===== config.mk =====
export PLATFORM = sky130hd
export DESIGN_NAME = alu_seq
export DESIGN_NICKNAME = d
export VERILOG_FILES = /design/src/rtl/alu_seq.sv
export SDC_FILE = /design/constraint.sdc
export NUM_CORES = 1
export LEC_CHECK = 0
export CAP_MARGIN = 20
export CORE_AREA = 8 8 112 114
export DETAILED_ROUTE_END_ITERATION = 6
export DIE_AREA = 0 0 120 122
export GPL_ROUTABILITY_DRIVEN = 1
export PLACE_DENSITY = 0.56
export SLEW_MARGIN = 20
export SYNTH_ARGS = -nofsm -noshare
export SYNTH_HDL_FRONTEND = slang
export SYNTH_SLANG_ARGS = --single-unit

===== constraint.sdc =====
create_clock -name clk -period 2.45 [get_ports clk]
set_input_delay 0.735 -clock clk [delete_from_list [all_inputs] [get_ports clk]]
set_output_delay 0.735 -clock clk [all_outputs]
set_load 0.05 [all_outputs]

===== src/rtl/alu_seq.sv =====
// Sequencer that drives an external 8-bit ALU one command at a time.
// Single-step ops take one EXEC cycle; MUL is an 8-cycle shift-add through the same ALU.
module alu_seq (
  input  logic       clk,
  input  logic       rst,
  input  logic       cmd_valid,
  output logic       cmd_ready,
  input  logic [3:0] cmd_op,
  input  logic [7:0] cmd_a,
  input  logic [7:0] cmd_b,
  output logic       rsp_valid,
  input  logic       rsp_ready,
  output logic [7:0] rsp_lo,
  output logic [7:0] rsp_hi,
  output logic       rsp_cf,
  output logic       rsp_zf,
  output logic       rsp_err,
  output logic [7:0] alu_a,
  output logic [7:0] alu_b,
  output logic       ci,
  output logic       nb,
  output logic       ic,
  output logic       na,
  output logic       xo,
  output logic       no,
  output logic       sr,
  output logic       ss,
  input  logic [7:0] alu_out,
  input  logic       alu_cf,
  input  logic       alu_zf
);

  localparam logic [3:0] OP_ADD = 4'd0;
  localparam logic [3:0] OP_SUB = 4'd1;
  localparam logic [3:0] OP_AND = 4'd2;
  localparam logic [3:0] OP_OR  = 4'd3;
  localparam logic [3:0] OP_XOR = 4'd4;
  localparam logic [3:0] OP_NOT = 4'd5;
  localparam logic [3:0] OP_NEG = 4'd6;
  localparam logic [3:0] OP_INC = 4'd7;
  localparam logic [3:0] OP_DEC = 4'd8;
  localparam logic [3:0] OP_ROR = 4'd9;
  localparam logic [3:0] OP_MUL = 4'd10;

  typedef enum logic [1:0] {
    IDLE = 2'd0,
    EXEC = 2'd1,
    DONE = 2'd2
  } state_t;

  state_t      state, state_nxt;
  logic [3:0]  op_q;
  logic [7:0]  a_q;
  logic [7:0]  b_q;
  logic [7:0]  p_hi;
  logic [7:0]  p_lo;
  logic [2:0]  cnt;
  logic        legal;
  logic        last_iter;
  logic [16:0] mul_step;

  // Handshakes: a transfer happens on a rising edge where valid and ready are both 1;
  // valid never depends on ready, and outputs stay frozen while valid waits for ready.
  assign cmd_ready = (state == IDLE);
  assign rsp_valid = (state == DONE);
  assign legal     = (cmd_op <= OP_MUL);
  assign last_iter = (op_q != OP_MUL) || (cnt == 3'd7);
  assign mul_step  = {alu_cf, alu_out, p_lo};

  always_ff @(posedge clk) begin
    if (rst) state <= IDLE;
    else     state <= state_nxt;
  end

  always_comb begin
    state_nxt = state;
    case (state)
      IDLE: if (cmd_valid) state_nxt = legal ? EXEC : DONE;
      EXEC: if (last_iter) state_nxt = DONE;
      DONE: if (rsp_ready) state_nxt = IDLE;
      default: state_nxt = IDLE;
    endcase
  end

  // ALU drive: everything is 0 except while executing a legal op.
  always_comb begin
    alu_a = 8'd0;
    alu_b = 8'd0;
    {ci, nb, ic, na, xo, no, sr, ss} = 8'd0;
    if (state == EXEC) begin
      alu_a = a_q;
      alu_b = b_q;
      case (op_q)
        OP_ADD: ;
        OP_SUB: {ci, nb} = 2'b11;
        OP_AND: {ic, na, nb, no, xo} = 5'b11111;
        OP_OR:  {ic, xo} = 2'b11;
        OP_XOR: ic = 1'b1;
        OP_NOT: begin {nb, ic} = 2'b11; alu_b = 8'd0; end
        OP_NEG: begin {na, ci} = 2'b11; alu_b = 8'd0; end
        OP_INC: begin ci = 1'b1; alu_b = 8'd0; end
        OP_DEC: begin nb = 1'b1; alu_b = 8'd0; end
        OP_ROR: begin sr = 1'b1; alu_b = {5'd0, b_q[2:0]}; end
        OP_MUL: begin
          alu_a = p_hi;
          alu_b = p_lo[0] ? a_q : 8'd0;
        end
        default: begin alu_a = 8'd0; alu_b = 8'd0; end
      endcase
    end
  end

  always_ff @(posedge clk) begin
    if (rst) begin
      op_q    <= 4'd0;
      a_q     <= 8'd0;
      b_q     <= 8'd0;
      p_hi    <= 8'd0;
      p_lo    <= 8'd0;
      cnt     <= 3'd0;
      rsp_lo  <= 8'd0;
      rsp_hi  <= 8'd0;
      rsp_cf  <= 1'b0;
      rsp_zf  <= 1'b0;
      rsp_err <= 1'b0;
    end else begin
      case (state)
        IDLE: if (cmd_valid) begin
          op_q <= cmd_op;
          a_q  <= cmd_a;
          b_q  <= cmd_b;
          p_hi <= 8'd0;
          p_lo <= cmd_b;
          cnt  <= 3'd0;
          if (!legal) begin
            rsp_lo  <= 8'd0;
            rsp_hi  <= 8'd0;
            rsp_cf  <= 1'b0;
            rsp_zf  <= 1'b0;
            rsp_err <= 1'b1;
          end
        end
        EXEC: begin
          if (op_q == OP_MUL) begin
            // Product shifts right one bit per pass; cnt wraps 7->0 on the last pass.
            {p_hi, p_lo} <= mul_step[16:1];
            cnt          <= cnt + 3'd1;
            if (cnt == 3'd7) begin
              rsp_lo  <= mul_step[8:1];
              rsp_hi  <= mul_step[16:9];
              rsp_cf  <= (mul_step[16:9] != 8'd0);
              rsp_zf  <= (mul_step[16:1] == 16'd0);
              rsp_err <= 1'b0;
            end
          end else begin
            rsp_lo  <= alu_out;
            rsp_hi  <= 8'd0;
            rsp_cf  <= alu_cf;
            rsp_zf  <= alu_zf;
            rsp_err <= 1'b0;
          end
        end
        default: ;
      endcase
    end
  end

endmodule


==> metrics.yaml, run 1 <==
run_status:
  status: "complete, no violations"
placed_design:
  postPlaceCellArea_mm2: 0.00410
  port_buffers: 77
  place_hpwl_um: 6980
  gp_routability_congestion: 0.775
  place_ws_ns: -0.112
  placed_cells: 567
sta:
  timing.final.hold_violations: 0
  fmax_ghz: 0.410
  timing.final.crit_share_pct: 99.5
  whs_ns: 0.468
  transition_time_at_the_pin_with_the_least_slew_margin_ns: 0.679
  max_slew_margin_pct: 54.7
  rsz0062_at_grt: "true"
  final_period_minus_worst_setup_slack_ns: 2.44
  final-setup-viol-count: 0
  final_max_slew_viol_count: 0
  timing.final.ws_setup_ns: 0.0130
  finalSetupTns_ns: 0
  clock-skew-final_ns: 0.00937
worst_setup_path:
  worst-endpoint-required_ns: 1.71
  worst_path_largest_cell_delay_ns: 0.36
  critical-path-top-delay-family: "flip-flops"
  worst_path_max_delay_cell: "sky130_fd_sc_hd__dfxtp_4"
  arrival_time_at_the_worst_endpoint_ns: 1.70
  critPathBufInv: 2
  path_common_cell: "sky130_fd_sc_hd__buf_12"
  criticalPathCategory: "register to output port"
  critical_path.cell_chain: "mux2_4 -> o22ai_4 -> a21oi_4 -> buf_12 -> nor2_4 -> buf_12"
  critPathCaptureType: "output port"
  worst-path-max-fanout: 8
  critical_path.startpoint_type: "register"
route:
  routed_wirelength_um: 9690
  wl_met2_um: 4540
  drt-pass1-iter-count: 4
  antenna_violating_nets_post_route: 0
  wire_per_inst_um: 16.5
  met3WireLength_um: 755
  drc_errors: 0
  drt_iter0_drc: 171
  routedLengthMet1_um: 4290
  routed_via_density: 4.98
  top_layer: "met4"
  dr_total_vias: 2918
global_routing:
  groute.usage.overall_pct: 13.1
  global_route.overflow_total: 0
  grt_first_pass_wirelength_um: 15200
  number_of_global_route_vias_before_repair: 2919
  grt_start_max_net_pins: 41
  antenna_violations_before_repair: 0
cells_and_area:
  fin_util_pct: 42.5
  layout-area-overhead-vs-synth_pct: 59.5
  final_cells: 586
  ratio_of_cells_with_drive_above_1_in_the_final_layout_pct: 27.1
  fillCellCount: 1073
  insertedDiodeCount: 0
  layout.cell_area.non_filler_mm2: 0.00455
  design.final.nets: 477
synthesis:
  synth_top_cells_by_area: "sky130_fd_sc_hd__dfxtp_1 (42%), sky130_fd_sc_hd__nand2_1 (8.2%), sky130_fd_sc_hd__a21oi_1 (8.1%)"
  postSynth.asyncResetShare_pct: 0
  synth_seq_cells: 60
  synth.net_count: 397
  count_of_warnings_emitted_by_yosys: 0
  synth_cells: 361
  synth.top_cells.by_count: "sky130_fd_sc_hd__nand2_1 (62), sky130_fd_sc_hd__dfxtp_1 (60), sky130_fd_sc_hd__a21oi_1 (46)"
  mapped_avg_cell_area_um2: 7.91
  synth_cell_types: 44
  synth_top_area_share_pct: 42.1
  syn_area_mm2: 0.00285
  yosysTopAreaCell: "sky130_fd_sc_hd__dfxtp_1"
  most_numerous_cell_in_the_yosys_netlist: "sky130_fd_sc_hd__nand2_1"
  synth-edff-count: 0
  yosysSeqAreaShare_pct: 42.1
  synth_top_flop_cell: "sky130_fd_sc_hd__dfxtp_1"
cts:
  cts.htree.levels: 3
  numClockSinks: 60
  tritoncts_clock_tree: "done"
  cts-root-buf: "sky130_fd_sc_hd__clkbuf_8"
  number_of_buffers_inserted_during_clock_tree_synthesis: 9
  path_clk_slew_ns: 0.07
  cts_max_path_buffers: 2
  worst_skew_pair.late_latency_ns: 0.34
pwr:
  sw_share_pct: 29.7
  pwr-share-seq_pct: 42.9
  clock_power_share_pct: 37.3
  power_frac_comb_pct: 19.8
  total_design_power_mw: 2.50
  worst_ir_drop_vdd_mv: 0.222
  p_sw_mw: 0.742
  cell_pwr_density_mw_per_mm2: 548
  total_leakage_power_nw: 1.57
  internal_power_mw: 1.75
job:
  maxCapViolCount: 0
floorplan:
  rows: 38
  fp.dieH_um: 122
  core_outline_area_mm2: 0.0107
  floorplan.die.width_um: 120
  io_pins: 79
  initial_core_util_pct: 26.7
  die-area_mm2: 0.0146
hold_path:
  hold_path.class: "register to register"
[power by group through the flow]
stage	Clock, mW	Sequential, mW	Combinational, mW
after floorplan	0	1.08	0.262
after global placement	0	1.08	0.455
after detailed placement	0	1.08	0.461
after CTS	0.950	1.06	0.488
after global routing	1.01	1.07	0.535
final	0.930	1.07	0.495
[cells by family (layout without fill, tap and decap cells)]
group | after synthesis | in the layout | synth area share (%)
adders and majority gates | 2 | 2 | 0.877
other | 1 | 1 | 0.131
buffers and inverters | 37 | 122 | 5.48
AOI/OAI and AO/OA | 111 | 111 | 24.5
muxes | 10 | 10 | 3.90
and+or+nand+nor | 138 | 138 | 22.4
DFF | 60 | 60 | 42.1
xor gates and xnor gates | 2 | 2 | 0.614
[what timing repair did]
action                                  in CTS  in global routing
buffers inserted                             1                  1
pin swaps                                    2                 17
hold buffers                                 0                  0
cloned                                       0                  1
hold endpoints to repair                     0                  0
gates resized for setup                     31                 14
endpoints found under the setup margin      20                 20
[metal layers]
layer | vias to the layer above | track usage [%]
met4 | 0 | 3.36
met3 | 8 | 5.41
li1 | 1450 | -
met1 | 1372 | 16.3
met5 | - | 0
met2 | 88 | 20.5
[flip-flops by register name, indices dropped and copies added (netlist names)]
signal and cells:
cnt 3, a_q 8, p_lo 8, op_q 4, rsp_err 1, state 2
rsp_lo 8, b_q 8, rsp_cf 1, rsp_zf 1, rsp_hi 8, p_hi 8
[final timing paths]
kind | startpoint | to | slack (ns) | depth (start not counted)
worst max register to register | op_q[3] | rsp_zf | 0.49 | 5
worst min register to register | cnt[2] | cnt[2] | 0.47 | 2
worst max-delay path | op_q[0] | alu_b[0] | 0.01 | 6
worst min-delay path | cnt[2] | cnt[2] | 0.47 | 2
[cells in the final DEF, fill, tap and decap left out, types with 2 or more instances in the layout]
| cell | instances |
|---|---|
| sky130_fd_sc_hd__nand4_1 | 16 |
| sky130_fd_sc_hd__dfxtp_2 | 4 |
| sky130_fd_sc_hd__mux2_2 | 8 |
| sky130_fd_sc_hd__buf_4 | 23 |
| sky130_fd_sc_hd__o211ai_1 | 2 |
| sky130_fd_sc_hd__clkinvlp_4 | 2 |
| sky130_fd_sc_hd__a21oi_1 | 45 |
| sky130_fd_sc_hd__clkdlybuf4s50_1 | 51 |
| sky130_fd_sc_hd__nor2_1 | 22 |
| sky130_fd_sc_hd__xnor2_1 | 2 |
| sky130_fd_sc_hd__nand3_1 | 2 |
| sky130_fd_sc_hd__a22o_2 | 8 |
| sky130_fd_sc_hd__a22oi_2 | 8 |
| sky130_fd_sc_hd__o21ai_0 | 17 |
| sky130_fd_sc_hd__nor4_1 | 4 |
| sky130_fd_sc_hd__nor2b_1 | 2 |
| sky130_fd_sc_hd__buf_12 | 25 |
| sky130_fd_sc_hd__ha_1 | 2 |
| sky130_fd_sc_hd__o21a_1 | 4 |
| sky130_fd_sc_hd__clkbuf_8 | 11 |
| sky130_fd_sc_hd__inv_1 | 4 |
| sky130_fd_sc_hd__a22oi_1 | 8 |
| sky130_fd_sc_hd__nor2_4 | 11 |
| sky130_fd_sc_hd__dfxtp_1 | 55 |
| sky130_fd_sc_hd__a311oi_1 | 8 |
| sky130_fd_sc_hd__nor3_1 | 4 |
| sky130_fd_sc_hd__nand2_1 | 62 |
| sky130_fd_sc_hd__nor3_2 | 2 |
[final cells by class]
cell class	count	area (um2)	area share (%)
flip-flops and latches	60	1210	26.6
repair buffers	102	1220	26.9
well taps	140	175	3.85
multi-input cells	264	1720	37.7
clock inverters	5	58.8	1.29
clock buffers	11	151	3.33
inverters	4	15.0	0.330
[tightest hold or removal path: stages, from the launching register on]
cell and delay (ns):
sky130_fd_sc_hd__dfxtp_1 0.31, sky130_fd_sc_hd__nand2_1 0.06, sky130_fd_sc_hd__a21oi_1 0.05
(Power assumes the default switching activity.)
==> run 2: changes to the inputs <==
Settings changed: ABC_CLOCK_PERIOD_IN_PS set to 2450.
==> results of run 2 <==
Final layout, timing and power as in run 1 (identical DEF).
